### config.mk
export PLATFORM = sky130hd
export DESIGN_NAME = mem_access_ctrl
export DESIGN_NICKNAME = d
export VERILOG_FILES = /design/src/rtl/mem_access_pkg.sv /design/src/rtl/mem_access_ctrl.sv
export SDC_FILE = /design/constraint.sdc
export NUM_CORES = 1
export LEC_CHECK = 0
export CAP_MARGIN = 0
export CORE_MARGIN = 5
export CORE_UTILIZATION = 39
export CTS_CLUSTER_DIAMETER = 150
export DETAILED_ROUTE_END_ITERATION = 6
export HOLD_SLACK_MARGIN = 0.06
export PLACE_DENSITY_LB_ADDON = 0.25
export SLEW_MARGIN = 5
export SYNTH_ARGS = -nofsm -noshare
export SYNTH_HDL_FRONTEND = slang
export SYNTH_SLANG_ARGS = --single-unit
### constraint.sdc
create_clock -name clk -period 4.7 [get_ports clk]
set_input_delay 0.94 -clock clk [delete_from_list [all_inputs] [get_ports clk]]
set_output_delay 0.94 -clock clk [all_outputs]
set_load 0.05 [all_outputs]
### src/rtl/mem_access_pkg.sv
// Shared definitions for the memory access controller: default widths and
// the controller state encoding. The VERIFY states exist only when
// MEM_ACCESS_CTRL_VERIFY_EN is defined.
package mem_access_pkg;

  localparam int DEF_ADDR_W = 4;
  localparam int DEF_DATA_W = 32;

  typedef enum logic [2:0] {
    IDLE         = 3'd0,
    WRITE        = 3'd1,
    RD_ISSUE     = 3'd2,
    RD_DATA      = 3'd3
`ifdef MEM_ACCESS_CTRL_VERIFY_EN
    ,
    VERIFY_ISSUE = 3'd4,
    VERIFY_CMP   = 3'd5
`endif
  } state_e;

endpackage

### src/rtl/mem_access_ctrl.sv
// Memory access controller: single-beat writes and incrementing burst reads
// against an external synchronous RAM (one-cycle read latency). The RAM sits
// beside this block and is not instantiated here.
// Optional feature macro: MEM_ACCESS_CTRL_VERIFY_EN. When it is defined, every
// write is read back and compared, and a mismatch sets the sticky wr_err flag.
module mem_access_ctrl
  import mem_access_pkg::*;
#(
  parameter int ADDR_W = DEF_ADDR_W,
  parameter int DATA_W = DEF_DATA_W
) (
  input  logic              clk,
  input  logic              rst,
  input  logic              req_valid,
  output logic              req_ready,
  input  logic              req_wr,
  input  logic [ADDR_W-1:0] req_addr,
  input  logic [ADDR_W-1:0] req_len,
  input  logic [DATA_W-1:0] req_wdata,
  output logic              rsp_valid,
  input  logic              rsp_ready,
  output logic [DATA_W-1:0] rsp_data,
  output logic              rsp_last,
  output logic              mem_en,
  output logic [ADDR_W-1:0] mem_addr,
  output logic [DATA_W-1:0] mem_wdata,
  input  logic [DATA_W-1:0] mem_rdata,
  output logic              wr_err
);

  state_e            state_q, state_d;
  logic [ADDR_W-1:0] mem_addr_q, mem_addr_d;
  logic [DATA_W-1:0] mem_wdata_q, mem_wdata_d;
  logic [ADDR_W-1:0] len_q, len_d;
  logic [ADDR_W-1:0] beat_q, beat_d;
  logic              mem_en_q, mem_en_d;
  logic              rsp_valid_q, rsp_valid_d;
  logic              rsp_last_q, rsp_last_d;
  logic              req_ready_q, req_ready_d;
`ifdef MEM_ACCESS_CTRL_VERIFY_EN
  logic              wr_err_q, wr_err_d;
`endif

  // Next-state and next-output logic; every output is registered below.
  always_comb begin
    state_d     = state_q;
    mem_addr_d  = mem_addr_q;
    mem_wdata_d = mem_wdata_q;
    len_d       = len_q;
    beat_d      = beat_q;
    mem_en_d    = 1'b0;
    rsp_valid_d = 1'b0;
    rsp_last_d  = 1'b0;
    req_ready_d = 1'b0;
`ifdef MEM_ACCESS_CTRL_VERIFY_EN
    wr_err_d    = wr_err_q;
`endif
    case (state_q)
      IDLE: begin
        if (req_valid && req_ready_q) begin
          mem_addr_d = req_addr;
          if (req_wr) begin
            state_d     = WRITE;
            mem_wdata_d = req_wdata;
            mem_en_d    = 1'b1;
          end else begin
            state_d = RD_ISSUE;
            len_d   = req_len;
            beat_d  = {ADDR_W{1'b0}};
          end
        end else begin
          req_ready_d = 1'b1;
        end
      end
      WRITE: begin
`ifdef MEM_ACCESS_CTRL_VERIFY_EN
        // Read the just-written word back from the same address.
        state_d = VERIFY_ISSUE;
`else
        state_d     = IDLE;
        req_ready_d = 1'b1;
`endif
      end
`ifdef MEM_ACCESS_CTRL_VERIFY_EN
      VERIFY_ISSUE: begin
        state_d = VERIFY_CMP;
      end
      VERIFY_CMP: begin
        if (mem_rdata != mem_wdata_q) begin
          wr_err_d = 1'b1;
        end else begin
          wr_err_d = wr_err_q;
        end
        state_d     = IDLE;
        req_ready_d = 1'b1;
      end
`endif
      RD_ISSUE: begin
        // RAM registers mem_addr at the end of this cycle; data is valid next.
        state_d     = RD_DATA;
        rsp_valid_d = 1'b1;
        rsp_last_d  = (beat_q == len_q);
      end
      RD_DATA: begin
        if (rsp_ready) begin
          if (rsp_last_q) begin
            state_d     = IDLE;
            req_ready_d = 1'b1;
          end else begin
            // Address wraps naturally at 2**ADDR_W.
            state_d    = RD_ISSUE;
            mem_addr_d = mem_addr_q + ADDR_W'(1);
            beat_d     = beat_q + ADDR_W'(1);
          end
        end else begin
          // Hold the beat; mem_addr is unchanged so the RAM keeps returning it.
          rsp_valid_d = 1'b1;
          rsp_last_d  = rsp_last_q;
        end
      end
      default: begin
        state_d     = IDLE;
        req_ready_d = 1'b1;
      end
    endcase
  end

  // State and output registers with asynchronous abort on rst.
  always_ff @(posedge clk or posedge rst) begin
    if (rst) begin
      state_q     <= IDLE;
      mem_addr_q  <= {ADDR_W{1'b0}};
      mem_wdata_q <= {DATA_W{1'b0}};
      len_q       <= {ADDR_W{1'b0}};
      beat_q      <= {ADDR_W{1'b0}};
      mem_en_q    <= 1'b0;
      rsp_valid_q <= 1'b0;
      rsp_last_q  <= 1'b0;
      req_ready_q <= 1'b1;
`ifdef MEM_ACCESS_CTRL_VERIFY_EN
      wr_err_q    <= 1'b0;
`endif
    end else begin
      state_q     <= state_d;
      mem_addr_q  <= mem_addr_d;
      mem_wdata_q <= mem_wdata_d;
      len_q       <= len_d;
      beat_q      <= beat_d;
      mem_en_q    <= mem_en_d;
      rsp_valid_q <= rsp_valid_d;
      rsp_last_q  <= rsp_last_d;
      req_ready_q <= req_ready_d;
`ifdef MEM_ACCESS_CTRL_VERIFY_EN
      wr_err_q    <= wr_err_d;
`endif
    end
  end

  assign req_ready = req_ready_q;
  assign rsp_valid = rsp_valid_q;
  assign rsp_last  = rsp_last_q;
  assign mem_en    = mem_en_q;
  assign mem_addr  = mem_addr_q;
  assign mem_wdata = mem_wdata_q;
  // RAM output is only meaningful while a beat is presented; zero otherwise.
  assign rsp_data  = rsp_valid_q ? mem_rdata : {DATA_W{1'b0}};
`ifdef MEM_ACCESS_CTRL_VERIFY_EN
  assign wr_err    = wr_err_q;
`else
  assign wr_err    = 1'b0;
`endif

endmodule

After elaboration in Yosys (flattened, before gate mapping)
Cells that the tools add are included.
Widths: inputs -> output; s select.
Cells by class
  add/sub/neg operators: 2
  equality and inequality tests: 7
  mux-type cells: 26
  bitwise gates (word level): 1
  reductions and logical operators: 8
Operators by type and width (number)
  $mux 32: 1
  $mux 4: 7
  $pmux 4 s2: 2
  $pmux 3 s3: 1
  $add 4x1->4 const B: 2
  $mux 1: 8
  $ne 2x2->1 const B: 4
  $eq 3x2->1 const B: 2
  $mux 3: 2
  $reduce_and 3->1: 2
  $reduce_and 5->1: 1
  $eq 4x4->1: 1
  $mux 2: 2
  $pmux 1 s2: 2
  $reduce_and 4->1: 1
  $logic_not 3->1: 1
  $pmux 1 s3: 1
  $reduce_and 2->1: 1
  $reduce_bool 2->1: 1
  $logic_and 1x1->1: 1
  $not 1->1: 1
Word-level totals
  bits in registers: 51
  input port bits: 77

Longest topological paths before layout
  depth after elaboration: 4
  gate-level depth with buffers: 5
  depth with buffers taken out: 4

Least setup slack after synthesis
No wires, ideal clock.
  kind: input to output
  start: input mem_rdata[0]
  end: output rsp_data[0]
  data arrival time: 1352 ps
  required time: 3760 ps
  setup slack: 2408 ps
  cell stages on the path: 1
  buffers on the path: 0
  cells stage by stage: and2_1
Between the ends
  word-level cells in the longest chain between the ends: 1
RTL lines
  start: declaration: RTL line mem_access_ctrl.sv:27  | input logic [DATA_W-1:0] mem_rdata,
  $mux 32: RTL line mem_access_ctrl.sv:166  | assign rsp_data = rsp_valid_q ? mem_rdata : {DATA_W{1'b0}};
  end: declaration: RTL line mem_access_ctrl.sv:22  | output logic [DATA_W-1:0] rsp_data,
No other way between the ends.

Worst setup path in the final report
  start: input mem_rdata[11]
  end: output rsp_data[11]
The elaborated chain is that of the path after synthesis.

==> out/results.ini <==
[status]
status=finished clean

[worst_setup_path]
critPathLaunchType=input port
worstPathArrival_ns=2.33
ff2ff_path_depth=3
timing.critical_path.to_type=primary output
critical_path.reg2reg.endpoint=len_q[2]
critical-path-top-cell-by-count=sky130_fd_sc_hd__clkdlybuf4s50_1
largest_fanout_on_the_critical_path=1
worst_r2r_startpoint=state_q[0]
cp_cell_sequence=clkdlybuf4s50_1 > and2_1 > clkdlybuf4s50_1
timing.critical_path.slowest_cell_delay_ns=0.82
worst_setup_path_category=input port to primary output
timing.critical_path.required_ns=3.76
ff2ff_setup_slack_ns=2.92
cp_slowest_cell=sky130_fd_sc_hd__clkdlybuf4s50_1

[clock_tree]
numCtsBuffers=5
post_cts.repair.setup_buffers=0
cts_tree=yes
cts.hold.buffers_added=0
worst_setup_hold_path_clk_slew_ns=0.09
clk_path_buf_depth=2
cts_repair_resize_count=0
clock_tree.htree_level_count=2
cell_at_the_root_of_the_clock_tree=sky130_fd_sc_hd__clkbuf_8
clkLatencyLatePin_ns=0.31
clock-sinks=50

[placement]
placed_cells=405
dp_hpwl_um=5052
placed_cell_area_um2=3821
globalplace.congestion=0.7731
io_buffers=148

[logic_synthesis]
yosys.area.top_type=sky130_fd_sc_hd__dfrtp_1
ys_ff_latch=50
syn_nets=271
avgSynthCellArea_um2=12.05
async_flop_share_pct=100.0
post_synth_inst_count=192
synth-edff-count=0
synth_top_area_share_pct=53.00
seq_area_frac_synth_pct=54.14
synthFlopType=sky130_fd_sc_hd__dfrtp_1
synthDistinctLibCells=35
syn-cell-area_um2=2313
yosys-top-cells-area=sky130_fd_sc_hd__dfrtp_1, sky130_fd_sc_hd__mux2_2, sky130_fd_sc_hd__and2_1
ys_warn_count=0

[drt]
routed_wl_um=6379
route.detailed.wl_per_inst_um=15.45
drc_marker_count_from_the_first_detailed_route_iteration=45
drt-vias-per-instance=4.736
drt_pre_antenna_iters=4
number_of_antenna_violating_nets_in_the_routed_design=0
drc=0
detailroute.via_count=1956

[global_route]
antenna_found_initial=0
maximum_number_of_pins_on_one_net_before_global_route_repair=51
track_usage_pct=17.30
gr_ovfl_total=0
grt_pass1_wl_um=10230
vias_in_the_first_global_route=2001

[sta]
setup-violations-final=0
timing.max_slew.rel_slack_pct=32.27
tns_ns=0
timing.final.crit_share_pct=69.61
final-hold-violation-count=0
fin_crit_ns=3.272
timing_max_transition_violations_final=0
max_clock_freq_mhz=305.6
max_slew.worst_pin.slew_ns=1.014
fin_skew_ns=0.01295
setup_repair_after_global_routing_missed_its_margin=no

[floorplanning]
initial_core_util_pct=39.54
die_height_um=87.02
fp.dieArea_um2=7572
floorplan.core_area_um2=5851
ioPinCount=150
row_count=28
fp.dieW_um=87.02

[layout]
post_route_cells_drive_above_1_share_pct=14.50
final_design_area_no_fill_um2=3939
antenna_cells_inserted=0
final_cells=413
layout_utilization_pct=67.32
area_growth_syn_to_layout_pct=70.25
num-nets-final=416

[worst_hold_path]
timing.hold.worst_endpoint=mem_wdata[9]
worst_hold_check_path_type=flop to flop
hold_depth=1
hp-start=mem_wdata[9]

[power_and_ir_drop]
finalPower_mw=2.888
power_switching_mw=1.432
power.switching_fraction_pct=49.58
intPower_mw=1.456
total_leakage_power_nw=1.668
ir_drop_uv=402.7
share_of_total_power_in_sequential_cells_pct=27.5
p_comb_share_pct=61.6
p_per_area_nw_per_um2=733.2
clkPwrFrac_pct=10.9

[flow_run]
max_cap_viol_count=0

==> critical path, delay by kind of cell <==
kind	cells	cell delay, ns
buffers and inverters	2	1.27
AND/OR/NAND/NOR	1	0.12
==> power by group through the flow <==
stage | clock network, mW | logic (mW) | registers (mW)
floorplan | 0 | 0.673 | 1.30
global placement | 0 | 1.77 | 0.792
detailed placement | 0 | 1.79 | 0.806
CTS | 0.324 | 1.80 | 0.799
global route | 0.344 | 1.87 | 0.833
finish | 0.314 | 1.78 | 0.795
==> metal layers <==
layer | wire length (um) | GRT usage (%) | part of all wire (%) | vias to the layer above
met5 | 0 | 0 | 0 | -
met4 | 119 | 5.524 | 1.9 | 0
met3 | 666 | 7.474 | 10 | 11
met2 | 3194 | 28.99 | 50 | 86
met1 | 2398 | 19.87 | 38 | 918
li1 | - | - | - | 941
==> stage by stage <==
step	worst slack, ns	hold WS (ns)
after floorplan	2.408	0.4918
after global placement	1.436	0.4859
after detailed placement	1.422	0.4911
after CTS	1.418	0.5131
after global routing	1.383	0.5257
final	1.428	0.5095
==> flip-flops by register name, summed over array words and instances (netlist names) <==
register,flops
state_q,2
mem_addr,4
beat_q,4
rsp_valid,1
len_q,4
req_ready,1
mem_en,1
mem_wdata,32
rsp_last,1
==> cells by family after synthesis <==
logic type | Yosys count | share of synthesized area [%]
AND/OR/NAND/NOR | 69 | 17.63
AO/OA/AOI/OAI | 15 | 3.948
flip-flops | 50 | 54.14
adder cells (fa/ha/maj) | 2 | 1.081
multiplexers | 37 | 17.96
buffers and inverters | 14 | 3.569
other | 1 | 0.1621
XOR/XNOR | 4 | 1.514
==> cells in the mapped netlist (2+ instances only) <==
cell type	n
sky130_fd_sc_hd__dfrtp_1	49
sky130_fd_sc_hd__mux2_2	36
sky130_fd_sc_hd__and2_1	32
sky130_fd_sc_hd__nand2_1	7
sky130_fd_sc_hd__o21ai_0	7
sky130_fd_sc_hd__nor2_1	6
sky130_fd_sc_hd__nor3_1	6
sky130_fd_sc_hd__inv_1	4
sky130_fd_sc_hd__nand3_1	4
sky130_fd_sc_hd__xnor2_1	4
sky130_fd_sc_hd__a21oi_1	3
sky130_fd_sc_hd__buf_2	3
sky130_fd_sc_hd__buf_6	3
sky130_fd_sc_hd__clkbuf_1	3
sky130_fd_sc_hd__nand4_1	3
sky130_fd_sc_hd__and3_1	2
sky130_fd_sc_hd__ha_1	2
==> final cells by class <==
| class | instances | area, um2 |
|---|---|---|
| clock buffer | 5 | 68.82 |
| tap | 75 | 93.84 |
| sequential | 50 | 1252 |
| clock inverter | 3 | 48.80 |
| inverter | 4 | 15.01 |
| multi-input combinational | 128 | 978.4 |
| fill | 450 | 1912 |
| timing repair buffer | 148 | 1481 |
==> layout by cell type, fill, tap and decap left out, types with 2 or more instances in the layout <==
cell type                         Yosys  final
sky130_fd_sc_hd__a21oi_1              3      3
sky130_fd_sc_hd__and2_1              32     32
sky130_fd_sc_hd__and3_1               2      2
sky130_fd_sc_hd__clkbuf_8             0      5
sky130_fd_sc_hd__clkdlybuf4s50_1      0    148
sky130_fd_sc_hd__dfrtp_1             49     49
sky130_fd_sc_hd__ha_1                 2      2
sky130_fd_sc_hd__inv_1                4      3
sky130_fd_sc_hd__mux2_2              36     36
sky130_fd_sc_hd__nand2_1              7      7
sky130_fd_sc_hd__nand3_1              4      4
sky130_fd_sc_hd__nand4_1              3      3
sky130_fd_sc_hd__nor2_1               6      6
sky130_fd_sc_hd__nor3_1               6      6
sky130_fd_sc_hd__o21ai_0              7      7
sky130_fd_sc_hd__xnor2_1              4      4
==> worst max path at each step <==
stage                   from           end  slack, ns
6_report       mem_rdata[11]  rsp_data[11]       1.43
5_1_grt        mem_rdata[11]  rsp_data[11]       1.38
4_1_cts         mem_rdata[7]   rsp_data[7]       1.42
3_5_place_dp    mem_rdata[7]   rsp_data[7]       1.42
3_3_place_gp   mem_rdata[14]  rsp_data[14]       1.44
2_1_floorplan   mem_rdata[0]   rsp_data[0]       2.41
No activity file was read; power rests on OpenSTA's default activity.
